File: src/rtl/branch_outcome_driver_pkg.sv
// Shared defaults, direction constants and the training-register payload
// for the branch outcome driver.
package branch_outcome_driver_pkg;

    localparam int unsigned DEF_DEPTH = 4;
    localparam int unsigned DEF_CNT_W = 16;

    localparam logic TAKEN     = 1'b1;
    localparam logic NOT_TAKEN = 1'b0;

    // One-cycle training beat sent back to the predictor after a resolve.
    typedef struct packed {
        logic result;
        logic taken;
        logic miss;
    } train_t;

endpackage

File: src/rtl/branch_outcome_driver_fifo.sv
// In-order store of returned predictions, DEPTH x 1 bit.
// Pointers carry one extra wrap bit to tell full from empty.
module branch_outcome_driver_fifo #(
    parameter int unsigned DEPTH = 4
) (
    input  logic clk,
    input  logic rst_n,
    input  logic push,
    input  logic din,
    input  logic pop,
    output logic dout,
    output logic empty
);

    localparam int unsigned PTR_W = $clog2(DEPTH);
    localparam int unsigned AW    = PTR_W + 1;

    logic [DEPTH-1:0] mem;
    logic [AW-1:0]    wr_ptr;
    logic [AW-1:0]    rd_ptr;
    logic             full;
    logic             do_push;
    logic             do_pop;

    assign empty   = (wr_ptr == rd_ptr);
    assign full    = (wr_ptr[PTR_W] != rd_ptr[PTR_W]) &&
                     (wr_ptr[PTR_W-1:0] == rd_ptr[PTR_W-1:0]);
    assign do_pop  = pop && !empty;
    assign do_push = push && (!full || do_pop);
    assign dout    = mem[rd_ptr[PTR_W-1:0]];

    always_ff @(posedge clk) begin
        if (!rst_n) begin
            wr_ptr <= '0;
            rd_ptr <= '0;
        end else begin
            if (do_push) wr_ptr <= wr_ptr + AW'(1);
            if (do_pop)  rd_ptr <= rd_ptr + AW'(1);
        end
    end

    // Storage needs no reset; empty pointers hide stale contents.
    always_ff @(posedge clk) begin
        if (do_push) mem[wr_ptr[PTR_W-1:0]] <= din;
    end

endmodule

File: src/rtl/branch_outcome_driver.sv
// Requester-side partner of the 2-bit branch predictor: issues requests,
// queues predictions in order, pairs them with resolutions and trains.
module branch_outcome_driver
    import branch_outcome_driver_pkg::*;
#(
    parameter int unsigned DEPTH = DEF_DEPTH,
    parameter int unsigned CNT_W = DEF_CNT_W
) (
    input  logic                       clk,
    input  logic                       rst_n,
    input  logic                       br_valid,
    output logic                       br_ready,
    output logic                       pred_request,
    input  logic                       pred_in,
    output logic                       guess_valid,
    output logic                       guess,
    input  logic                       res_valid,
    input  logic                       res_taken,
    output logic                       res_ready,
    output logic                       pred_result,
    output logic                       pred_taken,
    output logic                       mispredict,
    output logic [CNT_W-1:0]           branch_count,
    output logic [CNT_W-1:0]           miss_count,
    output logic [$clog2(DEPTH):0]     outstanding
);

    localparam int unsigned OUT_W = $clog2(DEPTH) + 1;

    logic   accept;
    logic   pop;
    logic   head;
    logic   empty;
    logic   req_s2;
    logic   miss;
    train_t train_q;

    assign br_ready  = (outstanding < OUT_W'(DEPTH));
    assign res_ready = !empty;
    assign accept    = br_valid && br_ready;
    assign pop       = res_valid && !empty;
    assign miss      = pop && (head != res_taken);

    assign pred_result = train_q.result;
    assign pred_taken  = train_q.taken;
    assign mispredict  = train_q.miss;

    // Prediction arrives two edges after accept, aligned with req_s2.
    branch_outcome_driver_fifo #(
        .DEPTH (DEPTH)
    ) u_fifo (
        .clk   (clk),
        .rst_n (rst_n),
        .push  (req_s2),
        .din   (pred_in),
        .pop   (pop),
        .dout  (head),
        .empty (empty)
    );

    always_ff @(posedge clk) begin
        if (!rst_n) begin
            pred_request <= 1'b0;
            req_s2       <= 1'b0;
            guess_valid  <= 1'b0;
            guess        <= 1'b0;
            train_q      <= '0;
            branch_count <= '0;
            miss_count   <= '0;
            outstanding  <= '0;
        end else begin
            pred_request <= accept;
            req_s2       <= pred_request;
            guess_valid  <= req_s2;
            if (req_s2) guess <= pred_in;

            train_q.result <= pop;
            train_q.taken  <= pop ? res_taken : NOT_TAKEN;
            train_q.miss   <= miss;

            // Saturating event counters.
            if (pop && (branch_count != '1)) branch_count <= branch_count + CNT_W'(1);
            if (miss && (miss_count != '1))  miss_count   <= miss_count + CNT_W'(1);

            case ({accept, pop})
                2'b10:   outstanding <= outstanding + OUT_W'(1);
                2'b01:   outstanding <= outstanding - OUT_W'(1);
                default: outstanding <= outstanding;
            endcase
        end
    end

endmodule

File: config.mk
export PLATFORM = sky130hd
export DESIGN_NAME = branch_outcome_driver
export DESIGN_NICKNAME = d
export VERILOG_FILES = /design/src/rtl/branch_outcome_driver_pkg.sv /design/src/rtl/branch_outcome_driver_fifo.sv /design/src/rtl/branch_outcome_driver.sv
export SDC_FILE = /design/constraint.sdc
export NUM_CORES = 1
export LEC_CHECK = 0
export CAP_MARGIN = 40
export CORE_MARGIN = 5
export CORE_UTILIZATION = 56
export DETAILED_ROUTE_END_ITERATION = 8
export PLACE_DENSITY = 0.82
export SYNTH_ARGS = -nofsm -noshare
export SYNTH_HDL_FRONTEND = slang
export SYNTH_HIERARCHICAL = 1
export SYNTH_SLANG_ARGS = --single-unit
File: constraint.sdc
create_clock -name clk -period 6.7 [get_ports clk]
set_input_delay 0.67 -clock clk [delete_from_list [all_inputs] [get_ports clk]]
set_output_delay 0.67 -clock clk [all_outputs]
set_load 0.01 [all_outputs]
==> results.cfg, run 1 <==
[status]
outcome = finished, final reports clean

[yosys]
synth_top_area_cell = dfxtp_1
ys.flop_type = dfxtp_1
yosys_warnings = 6
syn_inst = 281
synthDistinctLibCells = 47
synth_top_area_frac = 0.373
synth_area_leaders = dfxtp_1 37%, mux2i_1 5.4%, edfxtp_1 4.7%
avgSynthCellArea_um2 = 9.17
synthesis.area_mm2 = 0.00258
ys_seq_elements = 52
syn_nets = 296
synth_edf_count = 4
async_flop_share = 0
yosysSeqAreaShare = 0.420

[worst_setup_path]
critPathKind = reg2reg
crit_fanout = 13
worst_setup_path_end_kind = flop
arrival_ns = 3.09
crit_required_ns = 6.94
critPathLaunchType = flop

[die]
die_x_um = 77.8
core_mm2 = 0.00441
start_util = 0.584
io_pins = 49
die_area_mm2 = 0.00606
placementRows = 24
dieHeight_um = 77.8

[timing]
tightestPinTransition_ns = 0.709
setup_tns_ns = 0
finalWorstSetupSlack_ns = 3.85
hold_violations = 0
min_period_ns = 2.85
fmax_mhz = 351
rsz0062_at_grt = false
slew_violations = 0
final.period_utilization = 0.425
fin_skew_ns = 0.00580
slew-limit-headroom = 0.524
setup_viol = 0

[route]
vias_per_cell = 6.07
vias = 2312
detail_route.wl_per_cell_um = 14.6
wl_um = 5560
drc = 0
drt-initial-drc-count = 121
postRouteAntennaNets = 0
drt_first_pass_iters = 4

[grt]
grt_pass1_wl_um = 9550
grt_max_degree = 35
grt_use_total = 0.188
grt_antenna_before_repair = 0
grt.overflow.total = 0
grt_pass1_vias = 2144

[finish]
antenna_cells = 0
n_fill_cell = 342
nNetsFinal = 343
area_growth_pct = 23.9
drive_gt1_frac = 0.0517

[power_and_ir_drop]
ir_worst_vdd_mv = 0.124
power_frac_seq = 0.577
p_total_uw = 559
power.density_mw_per_mm2 = 175
intPower_uw = 425
clkPwrFrac = 0.336
combPwrFrac = 0.086
switching_share = 0.240
p_sw_uw = 134
leakage_nw = 1.06

[cts]
cts_htree_levels = 2
cts_tree = built
cts.sink_count = 52
clk_pin_slew_ns = 0.09
cts_hold_buf = 0
cts_resized = 0
cts-root-buf = clkbuf_8
cts_setup_buffers = 0
cts_buffer_depth = 2
clkLatencyLatePin_ns = 0.31
cts_buffers = 5

[place]
hpwl_um = 3900
port_buffers = 48
place_ws_ns = 3.65
finalWeightedCongestion = 0.791

[min_path]
hp-class = reg2reg

[job]
maxCapViolCount = 0
[metal layers]
layer,part of all wire,global-route usage,routed length [µm]
met1,0.45,0.227,2530
met2,0.48,0.313,2650
met3,0.049,0.0544,271
met4,0.020,0.0739,110
met5,0,0,0
[metrics by stage]
stage	std cells	hold slack (ns)	utilization	instance area [µm²]
after global placement	372	0.449	0.699	3080
after floorplan	281	0.478	-	2580
after CTS	381	0.484	0.723	3190
after global routing	381	0.527	0.723	3190
final	381	0.480	0.723	3190
after detailed placement	373	0.453	0.702	3100
[synth_stat cells, types with 4 or more instances]
cell type and instances:
ha_1 8, xor2_1 5, o31ai_1 13, o21ai_0 9, clkbuf_1 7, and2_1 5
nand2_1 26, mux2i_1 14, nor3_1 5, or4_1 11, dfxtp_1 48, nand2b_1 7
nand4_1 11, or3_1 8, nor2_1 11, a21oi_1 22, nand3_1 10, and3_1 4
and4_1 4, inv_1 15, edfxtp_1 4
[kinds of logic (layout without fill, tap and decap cells)]
group / Yosys count / in the layout / synth area share
AOI/OAI and AO/OA: 57 / 57 / 0.143
buffers and inverters: 26 / 74 / 0.0423
DFF: 52 / 52 / 0.420
adders and majority gates: 9 / 9 / 0.0466
xor gates and xnor gates: 8 / 8 / 0.0272
and+or+nand+nor: 114 / 114 / 0.257
muxes: 15 / 15 / 0.0646
[path summary, 6_finish.rpt]
path | start | to | slack [ns] | cells after the start
worst max register to register | u_fifo/rd_ptr[0] | outstanding[2] | 3.85 | 10
worst min-delay path | pred_request | req_s2 | 0.48 | 1
worst max-delay path | u_fifo/rd_ptr[0] | outstanding[2] | 3.85 | 10
worst min register to register | pred_request | req_s2 | 0.48 | 1
[area by class of cell]
class,instances,area [µm²],area share
Clock inverter,1,7.51,0.00235
Inverter,15,56.3,0.0176
Clock buffer,7,86.3,0.0270
Sequential cell,52,1080,0.339
Multi-Input combinational cell,203,1390,0.434
Tap cell,52,65.1,0.0204
Timing Repair Buffer,51,510,0.160
[cells in the final DEF, fill, tap and decap left out, drive strengths merged, types with 10 or more instances in the layout]
cell and count:
nand3 10, clkdlybuf4s50 48, o31ai 13, nand4 12
or4 11, a21oi 22, dfxtp 48, nand2 26
nor2 11, inv 15, mux2i 14
[registers in the layout, summed over array words and instances, names as in the netlist]
signal	flops
u_fifo/mem	4
miss_count	16
pred_result	1
req_s2	1
branch_count	16
outstanding	3
u_fifo/wr_ptr	3
guess_valid	1
u_fifo/rd_ptr	3
guess	1
pred_request	1
mispredict	1
pred_taken	1
[power by group through the flow]
stage	clock, mW	combinational (mW)	sequential (mW)
final	0.188	0.0483	0.323
after global routing	0.204	0.0532	0.324
after CTS	0.190	0.0489	0.323
after detailed placement	0	0.0486	0.330
after global placement	0	0.0462	0.330
after floorplan	0	0.0264	0.331
[critical path, stage by stage (launching register included)]
cell and delay [ns]:
dfxtp_1 0.44, xnor2_1 0.18, and3_4 0.23, nand2b_2 0.27, inv_1 0.37, ha_1 0.26, inv_1 0.06, fa_1 0.37
xor2_1 0.16, or3_1 0.30, a21oi_1 0.14
Note: power is estimated with default switching activity, not from simulation.
==> run 2, diff against run 1 <==
--- a/config.mk
+++ b/config.mk
@@ -7,9 +7,9 @@
 export LEC_CHECK = 0
 export CAP_MARGIN = 40
 export CORE_MARGIN = 5
-export CORE_UTILIZATION = 56
+export CORE_UTILIZATION = 52
 export DETAILED_ROUTE_END_ITERATION = 8
-export PLACE_DENSITY = 0.82
+export PLACE_DENSITY = 0.77
 export SYNTH_ARGS = -nofsm -noshare
 export SYNTH_HDL_FRONTEND = slang
 export SYNTH_HIERARCHICAL = 1
==> constraint.sdc (replaced) <==
create_clock -name clk -period 2.69 [get_ports clk]
set_input_delay 0.269 -clock clk [delete_from_list [all_inputs] [get_ports clk]]
set_output_delay 0.269 -clock clk [all_outputs]
set_load 0.01 [all_outputs]
==> run 2 against run 1 <==
  * Worst setup slack lost 3.6 ns
  * Sequential cell count is the same
  * Core utilization shrank 4.2 points
  * Routed wire length grew 2.6%
  * Non-clock buffer count grew 4
==> results.cfg, run 2 (synthesis gave the netlist of run 1 again) <==
[timing]
setup_viol = 0
tightestPinTransition_ns = 0.686
finalWorstSetupSlack_ns = 0.215
hold_violations = 0
setup_tns_ns = 0
slew_violations = 0
slew-limit-headroom = 0.539
min_period_ns = 2.48
rsz0062_at_grt = false
fin_skew_ns = 0.00804
final.period_utilization = 0.920
fmax_mhz = 404

[die]
dieHeight_um = 80.4
start_util = 0.542
die_area_mm2 = 0.00646
die_x_um = 80.4
placementRows = 25
core_mm2 = 0.00475
io_pins = 49

[route]
vias = 2307
drt-initial-drc-count = 157
vias_per_cell = 5.77
drc = 0
postRouteAntennaNets = 0
wl_um = 5710
drt_first_pass_iters = 4
detail_route.wl_per_cell_um = 14.3

[cts]
cts_htree_levels = 2
cts.sink_count = 52
cts-root-buf = clkbuf_8
clkLatencyLatePin_ns = 0.31
cts_tree = built
cts_buffer_depth = 2
cts_resized = 0
cts_buffers = 5
cts_hold_buf = 0
cts_setup_buffers = 0
clk_pin_slew_ns = 0.09

[power_and_ir_drop]
combPwrFrac = 0.086
intPower_mw = 1.08
ir_worst_vdd_mv = 0.307
p_total_mw = 1.42
leakage_nw = 1.09
power_frac_seq = 0.567
switching_share = 0.235
clkPwrFrac = 0.347
power.density_mw_per_mm2 = 438
p_sw_uw = 333

[status]
outcome = finished, final reports clean

[finish]
area_growth_pct = 25.8
final_cell_mix = 48 x dfxtp_1, 48 x clkdlybuf4s50_1, 26 x nand2_1
antenna_cells = 0
drive_gt1_frac = 0.0631
nNetsFinal = 347
final_cell_area_mm2 = 0.00324

[grt]
grt_use_total = 0.195
grt_pass1_vias = 2138
grt.overflow.total = 0
grt_max_degree = 34
grt_antenna_before_repair = 0
grt_pass1_wl_um = 10100

[worst_setup_path]
critPathLaunchType = flop
crit_required_ns = 2.93
crit_fanout = 8
arrival_ns = 2.72
critPathKind = reg2reg
worst_setup_path_end_kind = flop

[place]
place_ws_ns = 0.251
hpwl_um = 4140
finalWeightedCongestion = 0.800
port_buffers = 48
placed_area_mm2 = 0.00314

[min_path]
hp-class = reg2reg

[job]
maxCapViolCount = 0
==> run 2: metal layers <==
layer | vias to the layer above | global-route usage | wire [µm]
met5 | - | 0 | 0
met4 | 0 | 0.0709 | 97
met3 | 10 | 0.0471 | 304
met2 | 49 | 0.310 | 2740
li1 | 1153 | - | -
met1 | 1095 | 0.255 | 2560
==> run 2: layout make-up <==
type / instances / area, µm²
well taps: 67 / 83.8
multi-input cells: 203 / 1390
clock buffers: 8 / 100
repair buffers: 55 / 533
inverters: 15 / 56.3
flip-flops and latches: 52 / 1080
fillers: 424 / 1510
==> run 2: worst max-delay path, cell delays in order, from the launching register on <==
cell and delay, ns:
dfxtp_1 0.44, mux4_1 0.59, xor2_1 0.26, or4b_1 0.60, or3_1 0.39, a21oi_1 0.13
==> run 2: path summary, 6_finish.rpt <==
kind | to | slack, ns | from | depth (start not counted)
worst max-delay path | miss_count[14] | 0.21 | u_fifo/rd_ptr[0] | 5
worst min-delay path | req_s2 | 0.48 | pred_request | 1
worst min register to register | req_s2 | 0.48 | pred_request | 1
worst max register to register | miss_count[14] | 0.21 | u_fifo/rd_ptr[0] | 5
==> run 2: stage by stage <==
stage	hold slack (ns)	util	std cells
floorplan	0.368	-	281
detailed placement	0.467	0.661	392
global route	0.517	0.682	400
global placement	0.449	0.661	392
finish	0.484	0.682	400
CTS	0.493	0.682	400
==> run 2: power by group through the flow <==
stage                     Clock, mW  Sequential (mW)  Combinational [mW]
final                         0.492            0.804               0.122
after global placement            0            0.822               0.121
after CTS                     0.504            0.805               0.124
after global routing          0.535            0.808               0.138
after floorplan                   0            0.825              0.0659
after detailed placement          0            0.822               0.123
==> run 3, diff against run 2 <==
--- a/config.mk
+++ b/config.mk
@@ -7,9 +7,11 @@
 export LEC_CHECK = 0
 export CAP_MARGIN = 40
 export CORE_MARGIN = 5
-export CORE_UTILIZATION = 52
+export CORE_UTILIZATION = 40
+export CTS_BUF_LIST = sky130_fd_sc_hd__clkbuf_4 sky130_fd_sc_hd__clkbuf_8 sky130_fd_sc_hd__clkbuf_16
+export CTS_CLUSTER_SIZE = 20
 export DETAILED_ROUTE_END_ITERATION = 8
-export PLACE_DENSITY = 0.77
+export PLACE_DENSITY = 0.61
 export SYNTH_ARGS = -nofsm -noshare
 export SYNTH_HDL_FRONTEND = slang
 export SYNTH_HIERARCHICAL = 1
==> run 3 against run 2 <==
  * Sequential power hardly changed
  * Power is 0.48% higher
  * Worst setup slack better by 0.0017 ns
  * First-iteration DRC count is 49% lower
  * Non-clock buffer count is 1 lower
  * Clock-buffer cell count is 2 lower
  * Cell count is 2.3% higher
  * Clock skew is 0.00087 ns lower
  * Sequential share of layout area is 0.12 points lower
==> results.cfg, run 3 (synthesis gave the netlist of run 1 again) <==
[status]
outcome = finished, final reports clean

[power_and_ir_drop]
p_sw_uw = 337
intPower_mw = 1.09
ir_worst_vdd_mv = 0.314
switching_share = 0.236
power_frac_seq = 0.564
clkPwrFrac = 0.351
power.density_mw_per_mm2 = 438
leakage_nw = 1.08
combPwrFrac = 0.085

[job]
maxCapViolCount = 0

[die]
core_mm2 = 0.00631
die_area_mm2 = 0.00815
start_util = 0.408
dieHeight_um = 90.3
die_x_um = 90.3
placementRows = 29
io_pins = 49

[finish]
final_cell_mix = 48 x dfxtp_1, 48 x clkdlybuf4s50_1, 26 x nand2_1
n_fill_cell = 615
final_cell_area_mm2 = 0.00325
antenna_cells = 0
area_growth_pct = 26.2
final_core_util = 0.515
regArea_mm2 = 0.00108
multi_input_area_mm2 = 0.00139
nNetsFinal = 346
drive_gt1_frac = 0.0633

[worst_setup_path]
crit_fanout = 8
critPathLaunchType = flop
critPathMaxStageDelay_ns = 0.59
critPathKind = reg2reg
worst_setup_path_end_kind = flop
path_delay_family = simple AND/OR/NAND/NOR gates
cp_num_buf_inv = 0
crit_chain = mux4_1, xor2_1, or4b_1, or3_1, a21oi_1
arrival_ns = 2.71
crit_required_ns = 2.92
crit_start = u_fifo/rd_ptr[0]
cpMaxStageDelayCell = mux4_1
timing.rr.start = u_fifo/rd_ptr[0]

[min_path]
hp-class = reg2reg
hp-start = pred_request

[cts]
cts.sink_count = 52
cts_tree = built
cts_buffer_depth = 2
cts_htree_levels = 2
cts_buffers = 5
cts_hold_buf = 0
cts_setup_buffers = 0
clk_pin_slew_ns = 0.10
clkLatencyLatePin_ns = 0.31
cts-root-buf = clkbuf_8
cts_resized = 0

[timing]
min_period_ns = 2.47
hold_violations = 0
setup_viol = 0
setup_tns_ns = 0
whs_ns = 0.473
tightestPinTransition_ns = 0.732
fmax_mhz = 404
final.period_utilization = 0.920
fin_skew_ns = 0.00716
slew_violations = 0
rsz0062_at_grt = false
slew-limit-headroom = 0.508

[route]
drt-initial-drc-count = 80
vias = 2277
vias_per_cell = 5.57
drc = 0
wl_um = 5760
drt_first_pass_iters = 4
postRouteAntennaNets = 0
detail_route.wl_per_cell_um = 14.1

[place]
placed_area_mm2 = 0.00315
port_buffers = 48
finalWeightedCongestion = 0.807
hpwl_um = 4170

[grt]
grt_use_total = 0.142
grt.overflow.total = 0
grt_pass1_vias = 2022
grt_antenna_before_repair = 0
grt_max_degree = 34
grt_pass1_wl_um = 9780
[run 3: layout make-up]
| class | instances | share of cell area |
|---|---|---|
| flip-flops and latches | 52 | 0.332 |
| repair buffers | 54 | 0.162 |
| clock inverters | 2 | 0.00385 |
| well taps | 77 | 0.0296 |
| inverters | 15 | 0.0173 |
| multi-input cells | 203 | 0.426 |
| clock buffers | 6 | 0.0289 |
[run 3: power by group through the flow]
stage | clock network [mW] | logic (mW) | registers [mW]
global placement | 0 | 0.121 | 0.822
global route | 0.558 | 0.135 | 0.807
floorplan | 0 | 0.0659 | 0.825
finish | 0.500 | 0.121 | 0.804
detailed placement | 0 | 0.123 | 0.822
CTS | 0.523 | 0.124 | 0.804
[run 3: layer usage]
layer	wire length [µm]	part of all wire	global-route usage	vias up
met5	0	0	0	-
met4	112	0.019	0.0509	0
met3	203	0.035	0.0275	9
met2	2760	0.48	0.227	38
met1	2690	0.47	0.190	1077
li1	-	-	-	1153
[run 3: metrics by stage]
step                      power, mW  cells  worst slack, ns
final                          1.42    409            0.216
after global routing           1.50    409           0.0401
after CTS                      1.45    409            0.181
after detailed placement      0.945    401            0.200
after global placement        0.943    401            0.308
after floorplan               0.891    281            0.299
[run 3: final timing paths]
kind	cells after the start	end	slack, ns
max reg2reg	5	miss_count[14]	0.22
min	1	req_s2	0.47
max	5	miss_count[14]	0.22
min reg2reg	1	req_s2	0.47
[run 3: worst register-to-register path, stage by stage, from the launching register on]
cell	delay, ns
dfxtp_1	0.43
mux4_1	0.59
xor2_1	0.27
or4b_1	0.59
or3_1	0.39
a21oi_1	0.14
